<file path="src/rtl/hazard_fwd_ctrl.sv">
// ============================================================================
//  Module   : hazard_fwd_ctrl
//  Brief    : Decode-stage hazard detection, forwarding-select generation and
//             pipeline stall control backed by an EX/MEM destination scoreboard.
//  Revision : 1.0 - initial release
// ============================================================================
`default_nettype none

module hazard_fwd_ctrl (
    input  logic        clk,
    input  logic        reset,
    input  logic        DecValid,
    input  logic [4:0]  DecAa,
    input  logic [4:0]  DecAb,
    input  logic        DecUsesA,
    input  logic        DecUsesB,
    input  logic [4:0]  DecAw,
    input  logic        DecRegWrite,
    input  logic        DecMemRead,
    input  logic        DecFlagWrite,
    input  logic        DecFlagBr,
    input  logic        HoldReq,
    output logic [1:0]  ForwardA,
    output logic [1:0]  ForwardB,
    output logic        PCWrite,
    output logic        IfIdWrite,
    output logic        DecBubble,
    output logic [15:0] StallCount
);

    localparam logic [1:0]  C_FWD_RF  = 2'b00;
    localparam logic [1:0]  C_FWD_EX  = 2'b01;
    localparam logic [1:0]  C_FWD_WB  = 2'b10;
    localparam logic [15:0] C_CNT_MAX = 16'hFFFF;

    typedef struct packed {
        logic       valid;
        logic [4:0] aw;
        logic       regwrite;
        logic       memread;
        logic       flagwrite;
    } slot_t;

    typedef enum logic [0:0] {
        RUN   = 1'b0,
        STALL = 1'b1
    } state_t;

    slot_t       r_s1;
    slot_t       r_s2;
    slot_t       w_dec_slot;
    state_t      r_state;
    state_t      w_state_nxt;
    logic [15:0] r_stall_count;

    logic w_s1_prod_a, w_s1_prod_b, w_s2_prod_a, w_s2_prod_b;
    logic w_load_use, w_flag_haz, w_stall;
    logic w_unused_s2;

    // X31 is the zero register: it never produces a value worth forwarding.
    function automatic logic produces(input slot_t s, input logic [4:0] r);
        return s.valid && s.regwrite && (s.aw == r) && (r != 5'd31);
    endfunction

    assign w_dec_slot  = '{valid: DecValid, aw: DecAw, regwrite: DecRegWrite,
                           memread: DecMemRead, flagwrite: DecFlagWrite};

    assign w_s1_prod_a = DecUsesA && produces(r_s1, DecAa);
    assign w_s1_prod_b = DecUsesB && produces(r_s1, DecAb);
    assign w_s2_prod_a = DecUsesA && produces(r_s2, DecAa);
    assign w_s2_prod_b = DecUsesB && produces(r_s2, DecAb);

    assign w_load_use  = DecValid && r_s1.memread && (w_s1_prod_a || w_s1_prod_b);
    assign w_flag_haz  = DecValid && DecFlagBr && r_s1.valid && r_s1.flagwrite;
    // A stall always empties S1, so a second back-to-back stall cannot arise from the same producer.
    assign w_stall     = (w_load_use || w_flag_haz) && !HoldReq && (r_state == RUN);

    // MEM-stage load/flag status never changes a decision; kept for slot symmetry.
    assign w_unused_s2 = r_s2.memread ^ r_s2.flagwrite;

    always_comb begin
        ForwardA  = C_FWD_RF;
        ForwardB  = C_FWD_RF;
        PCWrite   = 1'b1;
        IfIdWrite = 1'b1;
        DecBubble = 1'b0;

        if (w_s1_prod_a && !r_s1.memread) ForwardA = C_FWD_EX;
        else if (w_s2_prod_a)             ForwardA = C_FWD_WB;

        if (w_s1_prod_b && !r_s1.memread) ForwardB = C_FWD_EX;
        else if (w_s2_prod_b)             ForwardB = C_FWD_WB;

        if (w_stall) begin
            PCWrite   = 1'b0;
            IfIdWrite = 1'b0;
            DecBubble = 1'b1;
        end else if (HoldReq) begin
            PCWrite   = 1'b0;
            IfIdWrite = 1'b0;
        end
    end

    always_comb begin
        w_state_nxt = r_state;
        case (r_state)
            RUN:     if (w_stall)  w_state_nxt = STALL;
            STALL:   if (!HoldReq) w_state_nxt = RUN;
            default: w_state_nxt = RUN;
        endcase
    end

    always_ff @(posedge clk or posedge reset) begin
        if (reset) begin
            r_state       <= RUN;
            r_s1          <= '0;
            r_s2          <= '0;
            r_stall_count <= '0;
        end else begin
            r_state <= w_state_nxt;
            if (HoldReq) begin
                r_s1 <= r_s1;
                r_s2 <= r_s2;
            end else if (w_stall) begin
                r_s1 <= '0;
                r_s2 <= r_s1;
                if (r_stall_count != C_CNT_MAX) r_stall_count <= r_stall_count + 16'd1;
            end else begin
                r_s1 <= w_dec_slot;
                r_s2 <= r_s1;
            end
        end
    end

    assign StallCount = r_stall_count;

endmodule

`default_nettype wire

</file>
<file path="config.mk">
export PLATFORM = sky130hd
export DESIGN_NAME = hazard_fwd_ctrl
export DESIGN_NICKNAME = d
export VERILOG_FILES = /design/src/rtl/hazard_fwd_ctrl.sv
export SDC_FILE = /design/constraint.sdc
export NUM_CORES = 1
export LEC_CHECK = 0
export ABC_AREA = 0
export CORE_ASPECT_RATIO = 1.2
export CORE_MARGIN = 3
export CORE_UTILIZATION = 40
export CTS_CLUSTER_DIAMETER = 40
export DETAILED_ROUTE_END_ITERATION = 16
export PLACE_DENSITY = 0.68
export RECOVER_POWER = 100
export SETUP_SLACK_MARGIN = 0.05
export SLEW_MARGIN = 10
export SYNTH_ARGS = -nofsm -noshare
export SYNTH_HDL_FRONTEND = slang
export SYNTH_SLANG_ARGS = --single-unit
</file>
<file path="constraint.sdc">
create_clock -name clk -period 2.7 [get_ports clk]
set_input_delay 0.675 -clock clk [delete_from_list [all_inputs] [get_ports clk]]
set_output_delay 0.675 -clock clk [all_outputs]
set_load 0.03 [all_outputs]
</file>
Word-level counts from Yosys, hierarchy flattened
Index checks and enable logic that the tools add are counted.
Storage, ports and cells
  output and inout bits: 23
  register bits: 33
  bits of input ports: 25
Operators by class
  eq/ne operators: 7
  add/sub/neg operators: 1
  reduce and logical (&&, ||, !) cells: 28
  mux-type cells: 10
  bitwise operators: 2
Operators by type and width (count)
  $logic_and 1x1->1: 23
  $eq 5x5->1: 4
  $add 16x1->16 const B: 1
  $ne 16x16->1 const B: 1
  $ne 5x5->1 const B: 2
  $mux 9: 1
  $mux 2: 4
  $mux 1: 4
  $reduce_and 3->1: 1
  $logic_not 1->1: 2
  $logic_or 1x1->1: 2
  $not 1->1: 2
  $pmux 1 s2: 1

Longest topological paths before layout
  word-level depth: 11
  mapped depth: 9
  depth with buffers taken out: 7

Least setup slack after synthesis
No wires, ideal clock.
  path type: input -> output
  from: in DecAb[0]
  to: out PCWrite
  buffers on the path: 2
  data required time: 2.025 ns
  arrival: 2.358 ns
  stages on the path: 9
  path slack: -0.333 ns
  path through: xnor2_1 and3_2 nand4_1 a21boi_2 o21ai_2 buf_4 inv_1 nor2_1 buf_4
Between the ends
  word-level cells in the longest chain between the ends: 10
  elaborated cells between the ends (all ways): 11
  those cells by class: 2 x eq/ne; 1 x mux; 8 x reduce/logical
Ends and longest elaborated chain
  start: declaration: RTL line 14  | input logic [4:0] DecAb,
  $eq 5x5->1: RTL line 62  | return s.valid && s.regwrite && (s.aw == r) && (r != 5'd31);
  $logic_and 1x1->1: RTL line 62
  $logic_and 1x1->1 *: RTL line 62
  $logic_and 1x1->1 *: RTL line 69  | assign w_s1_prod_b = DecUsesB && produces(r_s1, DecAb);
  $logic_or 1x1->1 *: RTL line 73  | assign w_load_use = DecValid && r_s1.memread && (w_s1_prod_a || w_s1_prod_b);
  $logic_and 1x1->1 *: RTL line 73
  $logic_or 1x1->1 *: RTL line 76  | assign w_stall = (w_load_use || w_flag_haz) && !HoldReq && (r_state == RUN);
  $logic_and 1x1->1 * (2 in a row): RTL line 76
  $mux 1 *
  end: declaration: RTL line 25  | output logic PCWrite,
Mark *: on every way between the ends. The rest lies on a longest branch, timed or not.

Worst setup path in the final report
  from: in DecAb[0]
  to: out DecBubble
Between the ends
  word-level cells in the longest chain between the ends: 10
  elaborated cells between the ends (all ways): 11
  those cells by class: 2 x eq/ne; 1 x mux; 8 x reduce/logical
Ends and longest elaborated chain
  $eq 5x5->1: RTL line 62
  $logic_and 1x1->1: RTL line 62
  $logic_and 1x1->1 *: RTL line 62
  $logic_and 1x1->1 *: RTL line 69
  $logic_or 1x1->1 *: RTL line 73
  $logic_and 1x1->1 *: RTL line 73
  $logic_or 1x1->1 *: RTL line 76
  $logic_and 1x1->1 * (2 in a row): RTL line 76
  $mux 1 *: RTL line 94  | if (w_stall) begin
  end: declaration: RTL line 27  | output logic DecBubble,
Marked as above.

==> key figures <==
Drt
  • Final wirelength: 4400 µm
  • Remaining antenna violation count: 0
  • DRT Pass-1 Iters: 4
  • # DRC: 0
  • DR iter-0 viols: 78
  • Vias: 1508
  • DR WL/cell: 14.8 µm
  • Vias per inst: 5.06

CTS
  • Hold Buf Count CTS: 0
  • Num Clock Sinks: 33
  • CTS buffer count: 5
  • CTS tree: built
  • Clock slew at reported path FFs: 0.07 ns
  • H-Tree Depth: 2
  • Clock latency on the worst-skew pair: 0.28 ns
  • CTS root buffer: clkbuf_8
  • Deepest clock path buffer count: 2

GRT
  • First-pass GRT wire length: ~7000 µm
  • GRT Overall Usage: 0.173
  • Antenna violations before repair: 0
  • Total gr overflow: 0
  • Vias in the first global route: about 1600
  • Largest net degree at the start of global routing: 34

Floorplan
  • Die area: approximately 5300 µm²
  • Die Y: roughly 79 µm
  • Row Count: 25
  • Die Span X: between 60 and 70 µm
  • Initial Util: 0.435
  • Io pins: 48
  • Core Area: about 4100 µm²

Worst setup path
  • Crit-path cells: buf_4, xnor2_1, and3_4, nand4_1, a21boi_2, o21ai_2, clkinvlp_4, clkbuf_4
  • R2R Path Start: r_s1[3]
  • Crit path max-delay family: buffers and inverters
  • CP Buf/Inv Count: 3
  • Slowest CP cell: and3_4
  • Worst-path fanout max: 3
  • Worst Setup SP: DecAb[0]
  • WP data arrival: 1.95 ns
  • Setup Crit Path Kind: in -> out
  • Critical Path Max Stage Delay: roughly 0.22 ns
  • Worst EP required: 2.03 ns
  • Crit end category: output port
  • Startpoint class of the critical path: primary input

Synth
  • Post-synthesis cell type count: 30
  • Yosys Warn Count: 0
  • Cell Area, Synth: roughly 1800 µm²
  • Cells after synthesis: 174
  • Seq/Total Area, Yosys: 0.464
  • Mapped Nets: 200
  • Avg Cell Area, Syn: 10.2 µm²
  • FF+latch count, synth: 33

Finish
  • Area grow syn2layout: 43.3%
  • Fillcell total: 348
  • Area of the multi-input gates: 966 µm²
  • Antenna cells: 0
  • Seq. cell area: 827 µm²
  • Share of cells above drive strength 1: 0.291
  • # nets final: 269
  • Most frequent cells in the layout: dfrtp_1 (32), nand2_1 (29), buf_4 (22), dlygate4sd3_1 (18), xnor2_1 (16)
  • Final Util: 0.623
  • Commonest non-fill, non-tap cell in the layout: dfrtp_1

STA
  • Fin. max-slew vios: 0
  • Hold WS: 0.488 ns
  • Clock skew: 0.00784 ns
  • Final Critical Period: approximately 2.6 ns
  • Slew margin rel.: 0.461
  • Fin crit share: 0.970
  • F_max: 382 MHz
  • RSZ-0062 raised after global routing: true
  • Setup violations, final: 0
  • Worst-Margin Slew: 0.808 ns
  • Final hold violations: 0

Hold path
  • Hold crit path type: reg -> reg
  • Hold Crit Start: StallCount[5]

Pwr
  • Pwr dens: approximately 530 nW/µm²
  • Leakage: 1.24 nW
  • Peak VDD IR: approximately 0.35 mV

Placement
  • Post-DP HPWL: 3230 µm
  • RePlAce Congestion: just under 0.9
  • Input/output buffers: 47

Run
  • Max-cap violation count: 0

Run status
  • Status: finished, final reports clean
[report_power, final]
group	internal (mW)	switching, mW	leakage [nW]
logic	0.147	0.134	0.750
registers	0.536	0.0495	0.429
clock network	0.301	0.179	0.0585
[cell usage after synthesis]
cell	number	area, µm²
a21boi_2	1	11.3
and2_1	2	12.5
and3_1	9	56.3
and3_2	2	15.0
and4_1	1	8.76
buf_2	1	5.00
buf_4	2	15.0
buf_8	1	15.0
clkbuf_1	2	7.51
dfrtp_1	33	826
ha_1	1	12.5
inv_1	2	7.51
mux2_2	8	90.1
nand2_1	29	109
nand3_1	6	30.0
nand3_2	1	10.0
nand4_1	11	68.8
nand4_4	1	21.3
nor2_1	6	22.5
nor3_1	5	25.0
nor3b_1	1	7.51
o21a_4	1	15.0
o21ai_0	8	40.0
o21ai_1	1	5.00
o21ai_2	1	8.76
o31a_1	1	8.76
or3_1	2	12.5
xnor2_1	21	184
xnor2_2	1	16.3
xor2_1	13	114
[metal layers]
layer	GRT usage	share of wire	up-vias
li1	-	-	735
met1	0.197	0.39	708
met2	0.307	0.53	56
met3	0.0453	0.062	9
met4	0.0629	0.019	0
met5	0	0	-
[through the flow]
stage | worst slack (ns) | cell area [µm²] | total power [mW] | setup TNS, ns | instances
final | 0.0799 | 2550 | 1.35 | 0 | 298
after global routing | 0.00993 | 2550 | 1.41 | 0 | 298
after CTS | 0.0510 | 2600 | 1.36 | 0 | 296
after detailed placement | -0.310 | 2430 | 0.867 | -1.45 | 288
after global placement | -0.266 | 2430 | 0.857 | -1.24 | 288
after floorplan | -0.0534 | 1810 | 0.735 | -0.0534 | 174
[repair_timing]
action,in CTS,in global routing
buffers inserted,0,2
endpoints found under the setup margin,7,5
pin swaps,11,8
resized for setup,44,14
[worst reg2reg max path, stage by stage, from the launching register on]
cell,delay (ns)
dfrtp_2,0.44
xnor2_1,0.25
and3_4,0.22
nand4_1,0.12
a21boi_2,0.20
buf_4,0.13
o21a_1,0.44
mux2_2,0.39
[cell type report]
type                    count  area share
inverters                   2     0.00441
multi-input cells         133       0.379
well taps                  54      0.0265
repair buffers             68       0.221
flip-flops and latches     33       0.324
clock inverters             1      0.0118
clock buffers               7      0.0338
[path summary, 6_finish.rpt]
path	end	slack (ns)	cells past startpoint
worst max-delay path	DecBubble	0.08	8
worst min-delay path	StallCount[5]	0.49	1
worst max register to register	StallCount[1]	0.39	7
worst min register to register	StallCount[5]	0.49	1
max in group asynchronous	r_s1[3]	1.09	3
min in group asynchronous	r_s2[8]	1.06	3
[cells by family after synthesis]
logic type / after synthesis / synth area share
and+or+nand+nor: 76 / 0.224
xor gates and xnor gates: 35 / 0.176
DFF: 33 / 0.464
AOI/OAI and AO/OA: 13 / 0.0499
buffers and inverters: 8 / 0.0281
muxes: 8 / 0.0506
adders and majority gates: 1 / 0.00703
[state kept, by name (all words and copies together) (netlist names)]
| name | cells |
|---|---|
| r_state | 1 |
| r_s1 | 9 |
| r_s2 | 7 |
| StallCount | 16 |
No activity file was read; power rests on OpenSTA's default activity.
==> patch (config.mk and constraints unchanged) <==
The localparam `C_CNT_MAX` goes from 16'hFFFF to 16'h7FFF.
--- a/src/rtl/hazard_fwd_ctrl.sv
+++ b/src/rtl/hazard_fwd_ctrl.sv
@@ -31,7 +31,7 @@
     localparam logic [1:0]  C_FWD_RF  = 2'b00;
     localparam logic [1:0]  C_FWD_EX  = 2'b01;
     localparam logic [1:0]  C_FWD_WB  = 2'b10;
-    localparam logic [15:0] C_CNT_MAX = 16'hFFFF;
+    localparam logic [15:0] C_CNT_MAX = 16'h7FFF;
 
     typedef struct packed {
         logic       valid;
Function: no difference found for any inputs over 10 cycles, from zero or initial values and one cycle with reset high; that may be too few to reach the edited logic, so the function may still have changed.
==> patch against the original RTL <==
Design area is 2.0% higher; sequential share of layout area is 0.64 points lower; maximum frequency hardly changed; combinational power is 2% higher; worst setup slack better by 0.0025 ns; power is 5.9% higher; cell count is 1.3% higher; clock power is 15% higher; sequential cell count stayed put; wire length is 1.6% lower; clock skew is 0.0022 ns higher; area after synthesis is 2.9% lower; die area is 2.6% lower; critical path type unchanged; largest cell class unchanged; highest routed layer unchanged.
==> patch: results (changes against the original RTL) <==
metric,value,unit,change
status,"complete, no violations",,
Post-synth top cells,"33 x dfrtp_1, 28 x nand2_1, 22 x xnor2_1",,
worst setup path endpoint,PCWrite,,
GRT Total Usage,0.179,,+0.00604
actual slew at the worst max-slew pin,0.817,ns,+0.00900 ns
Filler Cell Count,370,,+6.3%
Post-DP HPWL,3.18,mm,-1.5%
hold endpoint,r_state$_DFF_PP0_,,
Comb. pwr,0.000287,W,+2%
sequential-to-total area share from yosys stat,0.478,,+0.0138
grt met2 use,0.314,,+0.00739
post-cts sizing count,40,,-9.1%
worst-path fanout max,2,,-1
Setup Buffers After CTS,1,,+1
via count,1513,,+0.33%
CP Launch Point,DecValid,,
PnR worst setup slack,0.0824,ns,+0.00250 ns
final WL,4.33,mm,-1.6%
share of cells above drive strength 1,0.310,,+0.0195
pre-CTS setup slack,-0.318,ns,-0.00839 ns
mean post-synth cell area,9.94,µm²,-2.9%
starting DRC count in detailed routing,63,,-19%
met3 usage,0.0472,,+0.00195
Min Hold Slack,0.488,ns,+0.000671 ns
switching share of total power,0.257,,-0.0117
-- patch: worst max-delay path: stages --
cell	delay [ns]
clkdlybuf4s50_1	0.48
nor3b_1	0.26
buf_4	0.17
o21ai_2	0.07
clkinvlp_4	0.10
nor2_4	0.05
buf_6	0.14
-- patch: metal layers --
layer,share of wire,vias to the layer above
met5,0,-
met4,0.0069,0
met3,0.051,5
met2,0.52,39
met1,0.42,728
li1,-,741
-- patch: area by class of cell --
cell class / count / area share
clock buffer: 5 / 0.0264
clock inverter: 3 / 0.0250
sequential: 33 / 0.318
timing repair buffer: 72 / 0.234
inverter: 2 / 0.00433
multi-input combinational: 133 / 0.366
tap: 54 / 0.0260
-- patch: logic make-up after synthesis --
kind of cell	Yosys count	share of synthesized area
and+or+nand+nor	76	0.219
xor gates and xnor gates	35	0.177
DFF	33	0.478
AOI/OAI and AO/OA	13	0.0420
buffers and inverters	8	0.0246
muxes	8	0.0521
adders and majority gates	1	0.00723
